$ cat src/rtl/y_mat_pkg.sv
// Shared Y-matrix line format: 16 slots of 16 bits packed MSB-first into a 256-bit line.
// Used by both the read-side extractor and the write-side packer.
package y_mat_pkg;

   localparam int SLOTS_PER_LINE = 16;
   localparam int SLOT_W         = 16;
   localparam int ADDR_BITS      = 10;
   localparam int LINE_W         = 256;
   localparam int SLOT_IDX_W     = 4;

   typedef enum logic [1:0] {
      IDLE,
      FILL,
      WRITE
   } yMatState_t;

   // Slot 0 sits at the top of the line, so slot s spans [255-16s : 240-16s].
   function automatic int slotMsb(input int slot);
      return LINE_W - 1 - SLOT_W * slot;
   endfunction

endpackage

$ cat src/rtl/y_mat_slot_insert.sv
// Combinational slot writer: returns lineIn with one slot replaced by a zero-extended address.
module y_mat_slot_insert
   import y_mat_pkg::*;
(
   input  logic [LINE_W-1:0]     lineIn,
   input  logic [SLOT_IDX_W-1:0] slot,
   input  logic [ADDR_BITS-1:0]  addr,
   output logic [LINE_W-1:0]     lineOut
);

   always_comb begin
      // NOTE: assigning a full default first keeps this block free of inferred latches.
      lineOut = lineIn;
      lineOut[slotMsb(int'(slot)) -: SLOT_W] = {{(SLOT_W - ADDR_BITS){1'b0}}, addr};
   end

endmodule

$ cat src/rtl/put_y_mat_address.sv
// Packs (row, row-address) entries into 256-bit Y-matrix lines and writes each full or
// flushed line to the Y-matrix memory over a valid/ack handshake.
module put_y_mat_address
   import y_mat_pkg::*;
#(
   parameter int LINE_ADDR_W = 12
) (
   input  logic                   clock,
   input  logic                   reset,
   input  logic                   pYMA_valid,
   output logic                   pYMA_ready,
   input  logic [15:0]            pYMA_row,
   input  logic [10:0]            pYMA_addr,
   input  logic                   pYMA_flush,
   output logic                   pYMA_wrEnable,
   output logic [LINE_ADDR_W-1:0] pYMA_wrAddr,
   output logic [LINE_W-1:0]      pYMA_wrData,
   input  logic                   pYMA_wrAck,
   output logic                   pYMA_addrErr,
   output logic                   pYMA_busy
);

   yMatState_t                state, stateNext;
   logic [LINE_W-1:0]         lineBuf, lineBufNext;
   logic [LINE_ADDR_W-1:0]    lineIdx, lineIdxNext;
   logic [SLOTS_PER_LINE-1:0] slotMask, slotMaskNext;
   logic                      pendValid, pendValidNext;
   logic [LINE_ADDR_W-1:0]    pendLine, pendLineNext;
   logic [SLOT_IDX_W-1:0]     pendSlot, pendSlotNext;
   logic [ADDR_BITS-1:0]      pendAddr, pendAddrNext;
   logic                      flushPend, flushPendNext;
   logic                      readyReg, readyNext;
   logic                      addrErrReg, addrErrNext;

   logic                      accept;
   logic [LINE_ADDR_W-1:0]    inLine;
   logic [SLOTS_PER_LINE-1:0] inBit, pendBit;
   logic [LINE_W-1:0]         lineWithEntry, lineFromPend;

   assign accept  = pYMA_valid && readyReg;
   assign inLine  = pYMA_row[LINE_ADDR_W+3:4];
   assign inBit   = SLOTS_PER_LINE'(1) << pYMA_row[SLOT_IDX_W-1:0];
   assign pendBit = SLOTS_PER_LINE'(1) << pendSlot;

   y_mat_slot_insert u_insertEntry (
      .lineIn  (lineBuf),
      .slot    (pYMA_row[SLOT_IDX_W-1:0]),
      .addr    (pYMA_addr[ADDR_BITS-1:0]),
      .lineOut (lineWithEntry)
   );

   // A held entry always starts a fresh line, so it is inserted into an empty one.
   y_mat_slot_insert u_insertPend (
      .lineIn  ('0),
      .slot    (pendSlot),
      .addr    (pendAddr),
      .lineOut (lineFromPend)
   );

   always_ff @(posedge clock) begin
      // NOTE: state uses non-blocking assignments so every register updates from pre-edge values.
      if (reset) begin
         state      <= IDLE;
         // NOTE: the line buffer is reset because wrData must read zero and unwritten slots stay zero.
         lineBuf    <= '0;
         lineIdx    <= '0;
         slotMask   <= '0;
         pendValid  <= 1'b0;
         pendLine   <= '0;
         pendSlot   <= '0;
         pendAddr   <= '0;
         flushPend  <= 1'b0;
         readyReg   <= 1'b0;
         addrErrReg <= 1'b0;
      end else begin
         state      <= stateNext;
         lineBuf    <= lineBufNext;
         lineIdx    <= lineIdxNext;
         slotMask   <= slotMaskNext;
         pendValid  <= pendValidNext;
         pendLine   <= pendLineNext;
         pendSlot   <= pendSlotNext;
         pendAddr   <= pendAddrNext;
         flushPend  <= flushPendNext;
         readyReg   <= readyNext;
         addrErrReg <= addrErrNext;
      end
   end

   always_comb begin
      stateNext     = state;
      lineBufNext   = lineBuf;
      lineIdxNext   = lineIdx;
      slotMaskNext  = slotMask;
      pendValidNext = pendValid;
      pendLineNext  = pendLine;
      pendSlotNext  = pendSlot;
      pendAddrNext  = pendAddr;
      flushPendNext = flushPend;
      addrErrNext   = accept && pYMA_addr[ADDR_BITS];

      case (state)
         IDLE, FILL: begin
            if (accept) begin
               if (state == IDLE || inLine == lineIdx) begin
                  lineBufNext  = lineWithEntry;
                  lineIdxNext  = inLine;
                  slotMaskNext = slotMask | inBit;
                  if (slotMaskNext == '1 || pYMA_flush)
                     stateNext = WRITE;
                  else
                     stateNext = FILL;
               end else begin
                  // Entry for another line waits while the current line is written out.
                  pendValidNext = 1'b1;
                  pendLineNext  = inLine;
                  pendSlotNext  = pYMA_row[SLOT_IDX_W-1:0];
                  pendAddrNext  = pYMA_addr[ADDR_BITS-1:0];
                  flushPendNext = pYMA_flush;
                  stateNext     = WRITE;
               end
            end else if (pYMA_flush && slotMask != '0) begin
               stateNext = WRITE;
            end
         end
         WRITE: begin
            if (pYMA_flush)
               flushPendNext = 1'b1;
            if (pYMA_wrAck) begin
               lineBufNext   = '0;
               slotMaskNext  = '0;
               flushPendNext = 1'b0;
               if (pendValid) begin
                  lineBufNext   = lineFromPend;
                  lineIdxNext   = pendLine;
                  slotMaskNext  = pendBit;
                  pendValidNext = 1'b0;
                  stateNext     = (flushPend || pYMA_flush) ? WRITE : FILL;
               end else begin
                  stateNext = IDLE;
               end
            end
         end
         default: stateNext = IDLE;
      endcase

      readyNext = (stateNext != WRITE) && !pendValidNext;
   end

   always_comb begin
      pYMA_ready    = readyReg;
      pYMA_addrErr  = addrErrReg;
      pYMA_wrEnable = (state == WRITE);
      pYMA_wrAddr   = (state == WRITE) ? lineIdx : '0;
      pYMA_wrData   = (state == WRITE) ? lineBuf : '0;
      pYMA_busy     = (slotMask != '0) || pendValid || (state == WRITE);
   end

endmodule

$ cat config.mk
export PLATFORM = sky130hd
export DESIGN_NAME = put_y_mat_address
export DESIGN_NICKNAME = d
export VERILOG_FILES = /design/src/rtl/y_mat_pkg.sv /design/src/rtl/y_mat_slot_insert.sv /design/src/rtl/put_y_mat_address.sv
export SDC_FILE = /design/constraint.sdc
export NUM_CORES = 1
export LEC_CHECK = 0
export BUFFER_PORTS_ARGS = -buffer_cell sky130_fd_sc_hd__buf_2
export CORE_ASPECT_RATIO = 0.6
export CORE_MARGIN = 2
export CORE_UTILIZATION = 40
export CTS_CLUSTER_SIZE = 24
export DETAILED_ROUTE_END_ITERATION = 16
export PLACE_DENSITY = 0.64
export SYNTH_ARGS = -nofsm -noshare
export SYNTH_HDL_FRONTEND = slang
export SYNTH_SLANG_ARGS = --single-unit
$ cat constraint.sdc
create_clock -name clock -period 3.45 [get_ports clock]
set_input_delay 0.345 -clock clock [delete_from_list [all_inputs] [get_ports clock]]
set_output_delay 0.345 -clock clock [all_outputs]
set_load 0.1 [all_outputs]
# Yosys cells after proc, flatten, opt, wreduce, memory -nomap -nowiden
# Cells that the tools add are included.
[totals]
regBits = 316
input_bits = 32
[op_classes]
n_shift = 6
reduce_logical = 18
n_addsub = 4
bitwise_logic = 3
n_eq_ne = 11
muxes = 35
[op_table]
columns = ["op", "n"]
rows = [
  ["256-bit 2-to-1 mux", 5],
  ["16-bit by 33-bit variable shift with 271-bit output (first input constant)", 2],
  ["16-bit by 33-bit variable part select with 271-bit output", 2],
  ["256-bit case mux with 2 select lines", 1],
  ["256-bit AND", 1],
  ["256-bit bitwise mux", 1],
  ["32-bit negator with 33-bit output", 2],
  ["16-bit 2-to-1 mux", 4],
  ["12-bit 2-to-1 mux", 5],
  ["16-bit case mux with 2 select lines", 1],
  ["1-bit by 4-bit left shift with 16-bit output (first input constant)", 2],
  ["12-bit case mux with 2 select lines", 1],
  ["8-bit by 8-bit subtractor with 9-bit output (first input constant)", 2],
  ["16-bit equality test (second input constant)", 1],
  ["16-bit bitwise OR", 1],
  ["16-bit nonzero test", 1],
  ["2-bit 2-to-1 mux", 7],
  ["12-bit equality test", 1],
  ["2-bit inequality test (second input constant)", 4],
  ["4-bit AND reduction", 2],
  ["1-bit 2-to-1 mux", 7],
  ["1-bit logical OR", 5],
  ["5-bit AND reduction", 1],
  ["1-bit logical AND", 4],
  ["12 further kinds", 14],
]

# Longest topological paths before layout
# Gate-level depths: netlist of run 1.
[logic_depth]
depth_word = 10
depth_mapped = 10
depth_no_buf = 7

# Modules after synthesis
# Synthesis of run 1 repeated with hierarchy kept, for this count alone.
[unflattened]
cells_unflattened = 2731
hier_area_um2 = 21981.1
[by_module_without_submodules]
columns = ["mod", "n_inst", "seq_area_each_um2", "area_per_inst_um2", "cells_each"]
rows = [
  ["put_y_mat_address", 1, 6326.1, 16128.0, 2115],
  ["y_mat_slot_insert", 2, 0.0, 2926.6, 308],
]

# Worst setup path after synthesis of run 1
# OpenSTA, ideal clock, no wires.
[synth_path]
kind = "reg2out"
from = "register state[1]"
to = "output pYMA_wrData[241]"
required_ns = 3.105
arrival_time_ns = 2.804
stages_incl_launch_ff = 7
path_slack_ns = 0.301
path_cell_list = "dfxtp_1 > buf_2 > nand2b_1 > inv_1 > clkbuf_1 > clkbuf_1 > and2_1"
[synth_via]
elab_chain_len = 2
[synth_rtl]
columns = ["element", "line_no", "rtl"]
rows = [
  ["start: declaration", "put_y_mat_address.sv:23", "yMatState_t state, stateNext;"],
  ["start signal: assignment", "put_y_mat_address.sv:76", "state <= stateNext;"],
  ["2-bit equality test", "-", ""],
  ["net pYMA_wrEnable", "put_y_mat_address.sv:15", "output logic pYMA_wrEnable,"],
  ["256-bit 2-to-1 mux", "put_y_mat_address.sv:155", "pYMA_wrData = (state == WRITE) ? lineBuf : '0;"],
  ["end: declaration", "put_y_mat_address.sv:17", "output logic [LINE_W-1:0] pYMA_wrData,"],
]
# The timed path passes the listed nets, and every way through them passes these cells.

# Final worst setup path of run 1
[layout_path]
from = "register state[1]"
to = "output pYMA_wrData[212]"
[layout_via]
elab_chain_len = 2
[layout_rtl]
columns = ["element", "line_no"]
rows = [
  ["2-bit equality test", "put_y_mat_address.sv:155"],
  ["256-bit 2-to-1 mux", "put_y_mat_address.sv:155"],
]
# Every way passes these cells.

==> tab_implementation.tex, run 1 <==
\begin{tabular}{lr}
\hline
Metric & Value \\
\hline
\multicolumn{2}{l}{\textbf{STA}} \\
\quad Tightest slew margin relative to the limit & 19.0\% \\
\quad Worst clock skew & between 10 and 15 ps \\
\quad Final count of pins violating max slew & 0 \\
\quad Period Utilization, post-route & 88.7\% \\
\quad Setup TNS after final layout & 0 ps \\
\quad Final count of hold timing violations & 0 \\
\quad Achievable frequency & between 300 and 400 MHz \\
\quad Measured slew at the worst slew-check pin & 1210 ps \\
\quad Final-report setup violation count & 0 \\
\quad Min cycle time layout & about 3000 ps \\
\quad Setup repair after global routing missed its margin & no \\
\multicolumn{2}{l}{\textbf{Yosys}} \\
\quad Post-synthesis mux area share & between 3 and 4\% \\
\quad Post-Synth XOR/XNOR Area & 0.840\% \\
\quad Number of register bits inferred by synthesis & 220 \\
\quad Synthesized-area fraction occupied by adder cells & 0\% \\
\quad Cell Area, Synth & approximately 0.013 mm\^{}2 \\
\quad Share of the synthesized area in the top cell type & between 30\% and 40\% \\
\quad Fraction of the mapped netlist area in compound gates & between 20\% and 30\% \\
\quad Mapped Cells & between 1,500 and 2,000 \\
\quad Yosys warns & 0 \\
\quad Post-synth ARST share & 0\% \\
\quad Cell variety after synth & 59 \\
\quad Basic-gate share of the synthesized area counting and, or, nand and nor cells & between 20\% and 30\% \\
\quad Average cell area after synthesis & 8.18 um\^{}2 \\
\quad Biggest area consumer among synthesized cells & dfxtp\_1 \\
\quad Predominant post-synthesis flop cell & dfxtp\_1 \\
\quad Portion of the post-synthesis area used by sequential elements & a little over a third \\
\quad Synth area leaders & dfxtp\_1 (35\%), and2\_1 (9.4\%), a22oi\_1 (7.7\%), a211oi\_1 (7.4\%), nor2\_1 (6.5\%) \\
\quad Main combinational cell family by area after synthesis & compound AO/OA/AOI/OAI gates \\
\quad Post-synth EDFFs & 0 \\
\multicolumn{2}{l}{\textbf{Floorplan}} \\
\quad IO Count & 304 \\
\quad Die Height & roughly 140 um \\
\quad Starting Density & between 40 and 50\% \\
\quad Cell Rows & 50 \\
\quad Floorplan Core Area & 0.0310 mm\^{}2 \\
\quad Die width & 232 um \\
\quad Die area & 0.0327 mm\^{}2 \\
\multicolumn{2}{l}{\textbf{Drt}} \\
\quad Number of remaining DRC errors & 0 \\
\quad Routed len/inst & roughly 20 um \\
\quad Total detailed-routing wirelength & roughly 40 mm \\
\quad ANT nets after route & 0 \\
\quad Vias per inst & $\sim$5.5 \\
\quad Number of vias after detailed routing & 11,300 \\
\quad DR pass1 iterations & 5 \\
\quad Number of DRC markers in iteration 0 & 1,229 \\
\multicolumn{2}{l}{\textbf{CTS}} \\
\quad Count of clock tree sinks & between 200 and 250 \\
\quad Master cell of the clock root buffer & clkbuf\_16 \\
\quad Number of setup buffers added after CTS & 0 \\
\quad Hold-fix buffer count after cts & 0 \\
\quad Maximum count of clock buffers along a single path & 3 \\
\quad Clock Latency Late Sink & between 500 and 600 ps \\
\quad CTS clock-pin slew for the worst setup and hold paths & 60 ps \\
\quad CTS tree & built \\
\quad Gates resized, CTS repair & 0 \\
\quad Number of buffers created by CTS & 23 \\
\quad H-tree depth & 1 \\
\multicolumn{2}{l}{\textbf{Place}} \\
\quad Detailed placer's ending HPWL & $\sim$28 mm \\
\quad Number of input and output port buffers inserted & around 210 \\
\quad Total cell area at the placement stage & between 0.01 and 0.015 mm\^{}2 \\
\quad Placed instance count & roughly 2,000 \\
\quad Placer Congestion & 0.934 \\
\multicolumn{2}{l}{\textbf{Global route}} \\
\quad Largest net degree at the start of global routing & 98 \\
\quad Wire length of the first global-routing pass & a little over 60 mm \\
\quad GRT met1 Usage & between 30 and 40\% \\
\quad Vias in the first global route & 10,100 \\
\quad Overflow left after global routing & 0 \\
\quad Global routing met3 resource utilization & approximately 6.1\% \\
\quad GRT Total Usage & between 20 and 25\% \\
\quad Antenna violations before repair & 5 \\
\quad Most used routing layer in global routing & met1 \\
\quad Global-route met2 utilization & between 30 and 40\% \\
\multicolumn{2}{l}{\textbf{Power}} \\
\quad Static Leak & 5.47 nW \\
\quad Power per unit of standard cell area & between 400 and 500 mW/mm\^{}2 \\
\quad Worst vdd rail ir drop & 0.303 mV \\
\multicolumn{2}{l}{\textbf{Hold path}} \\
\quad HP Class & input port to flop \\
\multicolumn{2}{l}{\textbf{Finish}} \\
\quad Area occupied by multi-input gates & between 0.006 and 0.007 mm\^{}2 \\
\quad Number of nets at the end of the flow & 1,661 \\
\quad Final Util & 45.1\% \\
\quad Sequential cell area & around 0.0044 mm\^{}2 \\
\quad Final cell count without fillers & about 2,100 \\
\quad Leading cell type in the layout, fill and taps excluded & dfxtp\_1 \\
\quad Share of final-layout standard cells stronger than drive strength 1 & between 20\% and 30\% \\
\quad Layout overhead on the synthesized area & 11.8\% \\
\quad Leading cell types in the layout, fill and taps excluded & dfxtp\_1 (220), nor2\_1 (215), buf\_2 (206) \\
\quad Final Instance Area & between 0.01 and 0.015 mm\^{}2 \\
\quad Filler Cells Inserted & 3,120 \\
\multicolumn{2}{l}{\textbf{Setup path}} \\
\quad Flop-to-flop setup slack & between 700 and 800 ps \\
\quad Worst path arrival time & between 2000 and 3000 ps \\
\quad Slowest stage delay, CP & 520 ps \\
\quad Critical path required time & roughly 3100 ps \\
\quad Endpoint class of the critical path & output port \\
\quad Cell-by-cell trace of the critical path & nand2b\_1 > inv\_4 > buf\_4 > and2\_1 > buf\_2 \\
\quad Max stage delay cell, worst path & dfxtp\_1 \\
\quad Category of the most critical setup path & flop to output port \\
\quad Kind of start point of the critical path & flop \\
\quad Worst-path maximum fanout & 69 \\
\multicolumn{2}{l}{\textbf{Run status}} \\
\quad Status & finished clean \\
\multicolumn{2}{l}{\textbf{Job}} \\
\quad Max capacitance violation total & 0 \\
\hline
\end{tabular}
final timing paths:
path | startpoint | endpoint | cells after the start
setup / recovery | state[1] | pYMA_wrData[212] | 5
hold / removal | pYMA_addr[10] | pYMA_addrErr | 2
setup reg to reg | state[1] | lineBuf[24] | 7
hold reg to reg | lineIdx[6] | lineIdx[6] | 2
sequential cells by signal, summed over array words and instances, names as in the netlist:
register / flops
pYMA_addrErr: 1
pendLine: 12
flushPend: 1
state: 2
pYMA_ready: 1
pendAddr: 10
lineBuf: 160
slotMask: 16
lineIdx: 12
pendSlot: 4
pendValid: 1
cell usage after synthesis (all sizes together) (4+ instances only):
cell type    n
mux2i       37
a31oi        4
nor2       217
nor4        10
a221oi      10
o21ai       21
nor2b       12
xor2        12
a32oi        5
a22oi      129
nand3        4
clkbuf     117
buf        147
and2       188
nand2       77
or2          5
inv         22
and3         8
nor3        19
mux2         6
o32ai       14
a21oi       47
a21o        14
dfxtp      220
a211oi     153
through the flow:
stage          power, mW  setup slack [ps]  hold WS, ps
2_1_floorplan       4.10               301          443
3_3_place_gp        4.26               839          461
3_5_place_dp        4.28               848          470
4_1_cts             6.66               399         63.3
5_1_grt             6.87               246         71.3
6_report            6.64               390         77.4
final cells by class:
| class | count | area share (%) |
|---|---|---|
| Multi-Input combinational cell | 1118 | 49.6 |
| Sequential cell | 220 | 31.5 |
| Timing Repair Buffer | 244 | 9.62 |
| Clock buffer | 31 | 4.55 |
| Tap cell | 416 | 3.72 |
| Inverter | 22 | 0.609 |
| Clock inverter | 6 | 0.394 |
| Antenna cell | 2 | 0.0358 |
power breakdown:
group | internal (mW) | switching [mW] | leakage, nW | total (mW)
clock | 1.35 | 1.05 | 0.345 | 2.40
combinational | 0.271 | 1.18 | 3.34 | 1.46
sequential | 2.68 | 0.103 | 1.78 | 2.78
layer usage:
layer | up-vias | share of wire, %
li1 | 5372 | -
met1 | 5399 | 48
met2 | 490 | 41
met3 | 58 | 9.4
met4 | 6 | 1.8
met5 | - | 0.073
critical path: cells and delay by family, from the launching register on:
kind | cells | cell delay (ps)
buffers and inverters | 3 | 1220
DFF | 1 | 520
and+or+nand+nor | 2 | 390
kinds of logic (layout without fill, tap and decap cells):
group	after synthesis	after routing
multiplexers	43	43
AO/OA/AOI/OAI	408	408
AND/OR/NAND/NOR	559	559
other	1	98
XOR/XNOR	12	12
buffers and inverters	286	303
flip-flops	220	220
Power figures use the tool's default switching activity.
==> inputs of run 2 (changes only) <==
- BUFFER_PORTS_ARGS: -buffer_cell sky130_fd_sc_hd__buf_2 -> not set
- DONT_BUFFER_PORTS: not set -> 1
- PLACE_DENSITY: 0.64 -> 0.55
- clock period: 3.45 -> 2.83 ns (I/O delays scaled with it)
==> run 2 against run 1 <==
  * Count of clock-buffer cells in the layout increased by 7
  * Design area up 26%
  * Sequential cell count unchanged
  * Non-clock buffer count is 89 higher
  * Critical path depth rose by 3
  * Routed wire length up 7.0%
  * First-iteration DRC count increased by 8.0%
  * Sequential share of layout area decreased by 6.6 points
  * Clock power up 28%
  * Core utilization up 12 points
  * Critical path type is now flop to flop
  * Highest routed layer is now met4
==> tab_implementation.tex, run 2 (synthesized netlist as in run 1, its figures left out) <==
\begin{tabular}{lr}
\hline
Metric & Value \\
\hline
\multicolumn{2}{l}{\textbf{Hold path}} \\
\quad Critical hold path startpoint & pYMA\_addr[3] \\
\quad HP Class & input port to flop \\
\quad Instance count along the most critical hold path & 2 (unchanged) \\
\multicolumn{2}{l}{\textbf{Floorplan}} \\
\quad Die width & 232 um (unchanged) \\
\quad Cell Rows & 50 (unchanged) \\
\quad Starting Density & 40.4\% (unchanged) \\
\quad Floorplan Core Area & 0.0310 mm\^{}2 (unchanged) \\
\quad IO Count & 304 (unchanged) \\
\quad Die area & 0.0327 mm\^{}2 (unchanged) \\
\quad Die Height & 141 um (unchanged) \\
\multicolumn{2}{l}{\textbf{Power}} \\
\quad Fraction of power consumed by combinational cells & 23.1\% (+1.2 points) \\
\quad Power per unit of standard cell area & 476 mW/mm\^{}2 (about the same) \\
\quad Static Leak & 6.56 nW (+20\%) \\
\quad Worst vdd rail ir drop & 0.335 mV (+10\%) \\
\quad Net Sw Power & 2.84 mW (+22\%) \\
\quad Internal power of the cells & 5.57 mW (+29\%) \\
\quad Fraction of power consumed by sequential logic & 40.2\% (-1.7 points) \\
\quad Part of the power in the clock network & 36.7\% (+0.5 points) \\
\quad Net switching fraction of the power & 33.8\% (-1.4 points) \\
\multicolumn{2}{l}{\textbf{Finish}} \\
\quad Filler Cells Inserted & 2,679 (-14\%) \\
\quad Largest register FFs & 160 (unchanged) \\
\quad Largest regs & lineBuf (160), slotMask (16) \\
\quad Share of final-layout standard cells stronger than drive strength 1 & 19.8\% (-0.93 points) \\
\quad Number of nets at the end of the flow & 1,750 (+5.4\%) \\
\quad Leading cell type in the layout, fill and taps excluded & dfxtp\_1 \\
\quad Layout overhead on the synthesized area & 41.3\% \\
\quad Leading cell types in the layout, fill and taps excluded & dfxtp\_1 (219), nor2\_1 (215), and2\_1 (179) \\
\quad Final Instance Area & 0.0177 mm\^{}2 (+26\%) \\
\quad Largest reg by FF count & lineBuf \\
\quad Antenna diode count & 0 (-2) \\
\multicolumn{2}{l}{\textbf{Global route}} \\
\quad Overflow left after global routing & 0 (unchanged) \\
\quad Wire length of the first global-routing pass & 67.0 mm (+8.5\%) \\
\quad Largest net degree at the start of global routing & 141 (+44\%) \\
\quad Most used routing layer in global routing & met1 \\
\quad Vias in the first global route & 11,100 (+9.7\%) \\
\quad Global routing met3 resource utilization & 6.11\% (unchanged) \\
\quad GRT Total Usage & 26.1\% (+2.0 points) \\
\quad GRT met1 Usage & 38.9\% (+2.2 points) \\
\quad Global-route met2 utilization & 37.7\% (+3.9 points) \\
\quad Antenna violations before repair & 1 (-4) \\
\multicolumn{2}{l}{\textbf{Drt}} \\
\quad DR pass1 iterations & 9 (+4) \\
\quad ANT nets after route & 0 (unchanged) \\
\quad Number of vias after detailed routing & 11,800 (+3.9\%) \\
\quad Routed len/inst & 20.4 um (+2.5\%) \\
\quad Number of remaining DRC errors & 0 (unchanged) \\
\quad Number of DRC markers in iteration 0 & 1,327 (+8.0\%) \\
\quad Vias per inst & 5.47 (-0.47\%) \\
\quad Total detailed-routing wirelength & 43.9 mm (+7.0\%) \\
\multicolumn{2}{l}{\textbf{Place}} \\
\quad Placer Congestion & 0.935 (+0.12\%) \\
\quad Detailed placer's ending HPWL & 29.1 mm (+3.7\%) \\
\quad Total cell area at the placement stage & 0.0158 mm\^{}2 (+19\%) \\
\quad Number of input and output port buffers inserted & 0 (-100\%) \\
\multicolumn{2}{l}{\textbf{CTS}} \\
\quad Master cell of the clock root buffer & clkbuf\_16 \\
\quad Maximum count of clock buffers along a single path & 3 (unchanged) \\
\quad Number of buffers created by CTS & 23 (unchanged) \\
\quad H-tree depth & 1 (unchanged) \\
\quad CTS clock-pin slew for the worst setup and hold paths & 60 ps (about the same) \\
\quad Count of clock tree sinks & 220 (unchanged) \\
\quad Number of setup buffers added after CTS & 0 (unchanged) \\
\quad Clock Latency Late Sink & 520 ps (about the same) \\
\quad CTS tree & built \\
\multicolumn{2}{l}{\textbf{STA}} \\
\quad Achievable frequency & 365 MHz \\
\quad Setup repair after global routing missed its margin & no \\
\quad Measured slew at the worst slew-check pin & 960 ps (-254 ps) \\
\quad Final count of pins violating max slew & 0 (unchanged) \\
\quad Final-report setup violation count & 0 (unchanged) \\
\quad Min cycle time layout & $\sim$2700 ps \\
\quad Period Utilization, post-route & between 90\% and 100\% \\
\quad Tightest slew margin relative to the limit & 35.9\% (+17 points) \\
\quad Final count of hold timing violations & 0 (unchanged) \\
\quad Worst clock skew & 17.7 ps (+2.81 ps) \\
\quad Setup TNS after final layout & 0 ps (unchanged) \\
\multicolumn{2}{l}{\textbf{Job}} \\
\quad Max capacitance violation total & 0 (unchanged) \\
\multicolumn{2}{l}{\textbf{Setup path}} \\
\quad Worst path arrival time & 3190 ps (+470 ps) \\
\quad Origin of the worst setup path & pYMA\_ready \\
\quad Kind of start point of the critical path & flop \\
\quad Number of cells on the worst reg-to-reg path & 8 (+1) \\
\quad Critical path required time & 3280 ps (+170 ps) \\
\quad Reg-to-Reg Start & pYMA\_ready \\
\quad Worst-path maximum fanout & 20 (-71\%) \\
\quad Endpoint class of the critical path & flop \\
\quad Category of the most critical setup path & flop to flop \\
\multicolumn{2}{l}{\textbf{Run status}} \\
\quad Status & finished clean \\
\hline
\end{tabular}
run 2: cell count changes in the layout (fill, tap and decap cells not counted), moves of 8 or more:
cell / before / now
and2_1: 187 / 179
buf_12: 2 / 173
dlygate4sd3_1: 0 / 101
and2_2: 0 / 8
buf_2: 206 / 0
buf_4: 35 / 52
run 2: final timing paths:
path	to	slack, ps
worst min-delay path	lineBuf[99]	7
worst min register to register	pendLine[10]	490
worst max register to register	lineBuf[37]	90
worst max-delay path	lineBuf[37]	90
run 2: cell type report:
type / count / area, um^2 / share of cell area (%)
multi-input cells: 1118 / 6960 / 39.4
repair buffers: 333 / 4960 / 28.1
flip-flops and latches: 220 / 4410 / 24.9
clock buffers: 38 / 712 / 4.03
well taps: 416 / 520 / 2.94
inverters: 22 / 87.6 / 0.495
clock inverters: 2 / 35.0 / 0.198
run 2: critical path: stages, from the launching register on:
cell           delay (ps)
dfxtp_1               370
nand2_1               190
or2_1                 420
buf_4                 250
o32ai_2               330
buf_6                 260
nor2_1                 70
a211oi_2              200
dlygate4sd3_1         580
run 2: power groups by stage:
stage	Combinational (mW)	Clock [mW]	Sequential (mW)
floorplan	1.59	0	3.41
global placement	1.74	0	3.44
CTS	1.91	3.10	3.38
global route	2.04	3.24	3.40
finish	1.94	3.08	3.38
detailed placement	1.76	0	3.45
run 2: timing repair:
item                                    CTS  global route
gates resized for setup                   0            23
hold buffers                            102             0
endpoints found under the setup margin    0           158
hold endpoints to repair                220             0
run 2: layer usage:
metal	vias to the layer above	wire, um
met5	-	0
met4	0	1000
met3	78	4530
met2	531	18400
met1	5607	20000
li1	5548	-
run 2: per-stage QoR:
step / setup WS, ps / power, mW / hold slack [ps] / instances / util [%]
global route: 15.4 / 8.68 / 42.2 / 2149 / 57.1
global placement: 530 / 5.18 / 369 / 2006 / 51.1
CTS: 12.1 / 8.39 / 3.05 / 2148 / 56.9
floorplan: 213 / 5.00 / 427 / 1624 / -
finish: 89.6 / 8.41 / 7.06 / 2149 / 57.1
detailed placement: 435 / 5.21 / 371 / 2006 / 51.1
